File: src/rtl/spi_master_if.sv
// Host-side bus of the SPI master: frame request, serial pins and status.
// The DUT connects through "master"; the driving environment uses "slave".
interface spi_master_if;
  logic       start;
  logic [1:0] cmd;
  logic [7:0] din;
  logic       MISO;
  logic       SS_n;
  logic       MOSI;
  logic       busy;
  logic       done;
  logic [7:0] rd_data;
  logic       rd_valid;

  modport master (
    input  start, cmd, din, MISO,
    output SS_n, MOSI, busy, done, rd_data, rd_valid
  );

  modport slave (
    output start, cmd, din, MISO,
    input  SS_n, MOSI, busy, done, rd_data, rd_valid
  );
endinterface

File: src/rtl/spi_master.sv
// SPI frame master: 2-bit command + 8-bit byte out on MOSI, optional
// turnaround gap and 8-bit MISO capture on read-data frames.
module spi_master #(
  parameter int TURNAROUND = 1
) (
  input  logic          clk,
  input  logic          rst_n,
  spi_master_if.master  bus
);

  localparam logic [2:0] S_IDLE  = 3'd0;
  localparam logic [2:0] S_START = 3'd1;
  localparam logic [2:0] S_SHIFT = 3'd2;
  localparam logic [2:0] S_WAIT  = 3'd3;
  localparam logic [2:0] S_RECV  = 3'd4;
  localparam logic [2:0] S_END   = 3'd5;

  localparam logic [3:0] LAST_TX   = 4'd9;
  localparam logic [3:0] LAST_RX   = 4'd7;
  localparam logic [3:0] LAST_WAIT = (TURNAROUND > 0) ? 4'(TURNAROUND - 1) : 4'd0;

  logic [2:0] r_state, w_state;
  logic [3:0] r_cnt,   w_cnt;
  logic [9:0] r_tx,    w_tx;
  logic [7:0] r_rx,    w_rx;
  logic       r_is_rd, w_is_rd;
  logic       r_ss_n,  w_ss_n;
  logic       r_mosi,  w_mosi;
  logic       r_busy,  w_busy;
  logic       r_done,  w_done;
  logic       r_rd_valid, w_rd_valid;
  logic [7:0] r_rd_data,  w_rd_data;

  // Every output is computed one cycle ahead so the pins come straight off flops.
  always_comb begin
    w_state    = r_state;
    w_cnt      = r_cnt;
    w_tx       = r_tx;
    w_rx       = r_rx;
    w_is_rd    = r_is_rd;
    w_ss_n     = r_ss_n;
    w_mosi     = 1'b0;
    w_busy     = r_busy;
    w_done     = 1'b0;
    w_rd_valid = 1'b0;
    w_rd_data  = r_rd_data;

    case (r_state)
      S_IDLE: begin
        w_ss_n = 1'b1;
        w_busy = 1'b0;
        w_cnt  = 4'd0;
        w_rx   = 8'h00;
        if (bus.start) begin
          w_state = S_START;
          w_tx    = {bus.cmd, bus.din};
          w_is_rd = (bus.cmd == 2'b11);
          w_ss_n  = 1'b0;
          w_busy  = 1'b1;
        end
      end

      S_START: begin
        w_state = S_SHIFT;
        w_mosi  = r_tx[9];
        w_tx    = {r_tx[8:0], 1'b0};
        w_cnt   = 4'd0;
      end

      S_SHIFT: begin
        if (r_cnt == LAST_TX) begin
          w_cnt = 4'd0;
          if (!r_is_rd) begin
            w_state = S_END;
            w_ss_n  = 1'b1;
            w_done  = 1'b1;
          end else if (TURNAROUND > 0) begin
            w_state = S_WAIT;
          end else begin
            w_state = S_RECV;
          end
        end else begin
          w_mosi = r_tx[9];
          w_tx   = {r_tx[8:0], 1'b0};
          w_cnt  = r_cnt + 4'd1;
        end
      end

      S_WAIT: begin
        if (r_cnt == LAST_WAIT) begin
          w_state = S_RECV;
          w_cnt   = 4'd0;
        end else begin
          w_cnt = r_cnt + 4'd1;
        end
      end

      S_RECV: begin
        w_rx = {r_rx[6:0], bus.MISO};
        if (r_cnt == LAST_RX) begin
          w_state    = S_END;
          w_cnt      = 4'd0;
          w_rd_data  = w_rx;
          w_rd_valid = 1'b1;
          w_done     = 1'b1;
          w_ss_n     = 1'b1;
        end else begin
          w_cnt = r_cnt + 4'd1;
        end
      end

      S_END: begin
        // busy stays high through END and drops on the return to IDLE.
        w_state = S_IDLE;
        w_ss_n  = 1'b1;
        w_busy  = 1'b0;
      end

      default: begin
        w_state = S_IDLE;
        w_ss_n  = 1'b1;
        w_busy  = 1'b0;
        w_cnt   = 4'd0;
      end
    endcase
  end

  always_ff @(posedge clk) begin
    if (!rst_n) begin
      r_state    <= S_IDLE;
      r_cnt      <= 4'd0;
      r_tx       <= 10'd0;
      r_rx       <= 8'h00;
      r_is_rd    <= 1'b0;
      r_ss_n     <= 1'b1;
      r_mosi     <= 1'b0;
      r_busy     <= 1'b0;
      r_done     <= 1'b0;
      r_rd_valid <= 1'b0;
      r_rd_data  <= 8'h00;
    end else begin
      r_state    <= w_state;
      r_cnt      <= w_cnt;
      r_tx       <= w_tx;
      r_rx       <= w_rx;
      r_is_rd    <= w_is_rd;
      r_ss_n     <= w_ss_n;
      r_mosi     <= w_mosi;
      r_busy     <= w_busy;
      r_done     <= w_done;
      r_rd_valid <= w_rd_valid;
      r_rd_data  <= w_rd_data;
    end
  end

  assign bus.SS_n     = r_ss_n;
  assign bus.MOSI     = r_mosi;
  assign bus.busy     = r_busy;
  assign bus.done     = r_done;
  assign bus.rd_data  = r_rd_data;
  assign bus.rd_valid = r_rd_valid;

endmodule

File: src/flat_wrapper.sv
// flat-port wrapper written by rule: the top's interface ports become plain ports
module spi_master_flat 
#(
  parameter int TURNAROUND = 1
)
  (clk, rst_n, bus_start, bus_cmd, bus_din, bus_MISO, bus_SS_n, bus_MOSI, bus_busy, bus_done, bus_rd_data, bus_rd_valid);
  spi_master_if bus_i ();
  input  logic clk;
  input  logic rst_n;
  input wire logic [$bits(bus_i.start)-1:0] bus_start;
  input wire logic [$bits(bus_i.cmd)-1:0] bus_cmd;
  input wire logic [$bits(bus_i.din)-1:0] bus_din;
  input wire logic [$bits(bus_i.MISO)-1:0] bus_MISO;
  output wire logic [$bits(bus_i.SS_n)-1:0] bus_SS_n;
  output wire logic [$bits(bus_i.MOSI)-1:0] bus_MOSI;
  output wire logic [$bits(bus_i.busy)-1:0] bus_busy;
  output wire logic [$bits(bus_i.done)-1:0] bus_done;
  output wire logic [$bits(bus_i.rd_data)-1:0] bus_rd_data;
  output wire logic [$bits(bus_i.rd_valid)-1:0] bus_rd_valid;
  assign bus_i.start = bus_start;
  assign bus_i.cmd = bus_cmd;
  assign bus_i.din = bus_din;
  assign bus_i.MISO = bus_MISO;
  assign bus_SS_n = bus_i.SS_n;
  assign bus_MOSI = bus_i.MOSI;
  assign bus_busy = bus_i.busy;
  assign bus_done = bus_i.done;
  assign bus_rd_data = bus_i.rd_data;
  assign bus_rd_valid = bus_i.rd_valid;
  spi_master #(.TURNAROUND(TURNAROUND)) u_core (.clk(clk), .rst_n(rst_n), .bus(bus_i));
endmodule
File: config.mk
export PLATFORM = sky130hd
export DESIGN_NAME = spi_master_flat
export DESIGN_NICKNAME = d
export VERILOG_FILES = /design/src/rtl/spi_master_if.sv /design/src/rtl/spi_master.sv /design/src/flat_wrapper.sv
export SDC_FILE = /design/constraint.sdc
export NUM_CORES = 1
export LEC_CHECK = 0
export CORE_ASPECT_RATIO = 0.9
export CORE_UTILIZATION = 45
export DETAILED_ROUTE_END_ITERATION = 8
export PLACE_DENSITY_LB_ADDON = 0.08
export SLEW_MARGIN = 5
export SYNTH_ARGS = -nofsm -noshare
export SYNTH_HDL_FRONTEND = slang
export SYNTH_SLANG_ARGS = --single-unit
File: constraint.sdc
create_clock -name clk -period 3.1 [get_ports clk]
set_input_delay 0.62 -clock clk [delete_from_list [all_inputs] [get_ports clk]]
set_output_delay 0.62 -clock clk [all_outputs]
set_load 0.05 [all_outputs]
# After elaboration in Yosys (flattened, before gate mapping)
# Cells that the tools add are included.
# op_classes
n_addsub	1
n_eq_ne	14
n_mux	27
bitwise	1
n_reduce_logical	12
# ops
cell	n
10-bit case mux with 3 select lines	1
10-bit two-way mux	2
4-bit case mux with 4 select lines	1
3-bit two-way mux	5
3-bit case mux with 5 select lines	1
7-bit case mux with 2 select lines	1
4-bit two-way mux	3
1-bit two-way mux	9
4-bit AND reduction	2
3-bit by 2-bit == test with 1-bit output (second input constant)	2
3-bit == test (second input constant)	2
2-bit by 1-bit inequality test with 1-bit output (second input constant)	3
2-bit inequality test (second input constant)	3
1-bit case mux with 2 select lines	3
2-bit AND reduction	3
4-bit by 1-bit adder with 4-bit output (second input constant)	1
4-bit by 3-bit == test with 1-bit output (second input constant)	1
4-bit == test (second input constant)	1
4-bit zero test	1
1-bit case mux with 4 select lines	1
4-bit OR reduction	1
3-bit by 1-bit == test with 1-bit output (second input constant)	1
3-bit zero test	1
3-bit AND reduction	1
other kinds (5)	5
# totals
reg_bits	38
input_bits	14
out_inout_bits	13
elab_cells	66

# Logic depth before layout (Yosys ltp)
# depth
depth_word	4
mapped_depth	7
mapped_depth_nobuf	6

# Worst setup path before layout
# Ideal clock, no wire load.
# synth_timing
kind	reg-to-reg
from	register u_core.r_cnt[0]
to	register u_core.r_rd_data[0] (netlist: u_core.bus.rd_data[0])
setup_ps	128
t_arrival_ps	1293
required_ps	2972
path_slack_ps	1680
path_stages_with_launch	7
path_buffers	1
synth_period_minus_slack_ps	1420
path_cell_list	dfxtp_1 > ha_1 > and3b_2 > and3_1 > buf_6 > mux2i_1 > nor2_1
# synth_via
elab_chain_len	2
# synth_lines
element	line_no	rtl
start, declared	spi_master.sv:23	logic [3:0] r_cnt, w_cnt;
start signal, assigned	spi_master.sv:143	r_cnt <= w_cnt;
4-bit by 3-bit == test with 1-bit output	spi_master.sv:100	if (r_cnt == LAST_RX) begin
2-bit AND reduction (no line)	--	
end signal, assigned	spi_master.sv:152	r_rd_data <= w_rd_data;
end, declared	spi_master.sv:32	logic [7:0] r_rd_data, w_rd_data;
# No other way between the ends.
# A chain may end at the register's enable or synchronous reset.

# Worst setup path in the final report
# layout_timing
from	register u_core.r_ss_n (netlist: u_core.bus.SS_n)
to	output port bus_SS_n
# layout_rtl
element	line_no	rtl
start, declared	spi_master.sv:27	logic r_ss_n, w_ss_n;
start signal, assigned	spi_master.sv:147	r_ss_n <= w_ss_n;
end, declared	flat_wrapper.sv:14	output wire logic [$bits(bus_i.SS_n)-1:0] bus_SS_n;
# No word-level cell between the ends.

==> results.cfg <==
[logic_synthesis]
syn_area_per_cell_um2 = 9.08
synth_seq_cells = 38
yosysUniqueCellTypes = 46
ys.flop_type = dfxtp_1
async_flop_share_pct = 0
synth_edf_count = 0
syn_inst = 193
synth_area_mm2 = 0.00175
syn-num-nets = 210
yosysWarnings = 0
seq_area_frac_synth_pct = 43.4

[placed_design]
globalplace.congestion = 0.897
numPortBuffers = 26
dp_cells = 256
dpl.hpwl_um = 2360

[pwr]
ir_drop_mv = 0.313
seqPwrFrac_pct = 52.4
powerDensity_mw_per_mm2 = 483
p_sw_mw = 0.265
power_frac_comb_pct = 14.7
p_clk_share_pct = 32.9
leakage_nw = 0.790
switching_share_pct = 26.0
p_int_mw = 0.754

[cts]
hold_buffers = 0
cts.htree.levels = 2
clockBufferDepth = 2
cts-root-buf = clkbuf_8
numCtsBuffers = 5
cts_tree = yes
worstSkewPairLatency_ns = 0.29
clk_pin_slew_ns = 0.08
ctsResizeCount = 0
clock_sinks = 38
post_cts_buffers = 0

[drt]
num_vias = 1453
wire_per_inst_um = 13.4
via_per_inst = 5.55
drt_iter0_markers = 143
ant_nets = 0
drc = 0
drt_wl_total_um = 3500
first_pass_iters = 4

[cells_and_area]
seqCellArea_um2 = 761
final_common_cell = dfxtp_1
mostFrequentLayoutCells = dfxtp_1, a21oi_1, clkdlybuf4s50_1, nand2_1, mux2i_1
drive_gt1_share_pct = 11.1
fin_cells = 262
layout.nets = 234
fillers = 356
diodes = 0
area_delta_synth_final_pct = 20.3
multi_input_area_um2 = 900

[timing]
skew_ns = 0.0125
layout_min_cycle_time_ns = 2.07
max_slew_margin_pct = 51.7
fmax_mhz = 483
hold_violations = 0
tns_ns = 0
timing.final.crit_share_pct = 66.8
rsz0062_at_grt = false
whs_ns = 0.449
worst_pin_slew_ns = 0.724
slew_violations = 0
setup_viol = 0

[setup_path]
crit_family = buffers and inverters
path_max_fanout = 2
cpPeakStageDelay_ns = 0.81
cp_data_required_time_ns = 2.48
start_kind = register
crit_buf_inv = 1
end_kind = output pin
reg2reg_from = u_core.r_state[2]
cpMaxStageDelayCell = clkdlybuf4s50_1
cp_cell_sequence = clkdlybuf4s50_1
criticalPathCategory = register to output pin
crit_path_start = u_core.bus.SS_n
arrival_ns = 1.45

[global_routing]
grt_overflow = 0
grt_pass1_vias = 1292
antenna_found_initial = 0
grt_usage_pct = 19.2
grt_max_degree = 23
grt_pass1_wl_um = 5810

[die]
die_area_mm2 = 0.00415
rows = 21
die_width_um = 67.8
die_h_um = 61.2
initial_core_util_pct = 47.0
io_pins = 27
core_mm2 = 0.00373

[min_path]
min-delay-start = u_core.r_tx[9]
min_path_type = register to register

[outcome]
outcome = completed

[flow_run]
max_cap_viol_count = 0
power by group through the flow:
stage	clock (mW)	combinational (mW)	sequential, mW
2_1_floorplan	0	0.105	0.545
3_3_place_gp	0	0.148	0.544
3_5_place_dp	0	0.150	0.545
4_1_cts	0.346	0.150	0.534
5_1_grt	0.364	0.165	0.538
6_report	0.336	0.150	0.534
worst paths after layout:
check | slack (ns) | endpoint | cells after the start
max | 1.03 | bus_SS_n | 1
min | 0.45 | u_core.bus.MOSI | 2
max reg2reg | 1.22 | u_core.bus.rd_data[1] | 3
min reg2reg | 0.45 | u_core.bus.MOSI | 2
synth_stat cells (2+ instances only):
| master | number | share of area (%) |
|---|---|---|
| a21oi_1 | 26 | 7.4 |
| and3_1 | 3 | 1.1 |
| and3_2 | 2 | 0.86 |
| buf_2 | 5 | 1.4 |
| buf_6 | 2 | 1.3 |
| clkbuf_1 | 4 | 0.86 |
| dfxtp_1 | 38 | 43 |
| ha_1 | 3 | 2.1 |
| inv_1 | 4 | 0.86 |
| mux2i_1 | 17 | 9.7 |
| nand2_1 | 17 | 3.6 |
| nand2b_1 | 5 | 1.8 |
| nand3_1 | 9 | 2.6 |
| nand3b_1 | 3 | 1.3 |
| nor2_1 | 13 | 2.8 |
| nor2b_1 | 2 | 0.71 |
| nor3_1 | 2 | 0.57 |
| o21ai_0 | 10 | 2.9 |
final cells by class:
| cell class | count | share of cell area [%] |
|---|---|---|
| multi-input cells | 137 | 42.6 |
| flip-flops and latches | 38 | 36.1 |
| repair buffers | 30 | 13.8 |
| clock buffers | 6 | 3.91 |
| inverters | 5 | 0.890 |
| well taps | 46 | 2.73 |
logic make-up (layout without fill, tap and decap cells):
kind of cell,Yosys count,count (layout),share of synthesized area (%)
compound gates,50,50,18.1
xor+xnor,1,1,0.500
fa+ha+maj,3,3,2.14
buf+inv,18,41,5.28
flops,38,38,43.4
mux,17,17,9.71
simple gates,66,66,20.9
metal layers:
metal,global-route usage [%],part of all wire [%],up-vias
met5,0,0,-
met2,30.3,46,46
met4,10.1,2.4,0
met1,23.6,44,674
li1,-,-,723
met3,5.93,7.3,10
registers in the layout, summed over array words and instances (netlist names), 3 cells and up:
register            flops
u_core.bus.rd_data      8
u_core.r_tx            10
u_core.r_rx             7
u_core.r_state          3
u_core.r_cnt            4
per-stage QoR:
stage          cell area [µm²]  util [%]  worst slack (ns)  power, mW
2_1_floorplan             1750         -              1.68      0.650
3_3_place_gp              2030      54.3              1.12      0.691
3_5_place_dp              2030      54.3              1.09      0.694
4_1_cts                   2110      56.5              1.02       1.03
5_1_grt                   2110      56.5             0.975       1.07
6_report                  2110      56.5              1.03       1.02
Power figures use the tool's default switching activity.
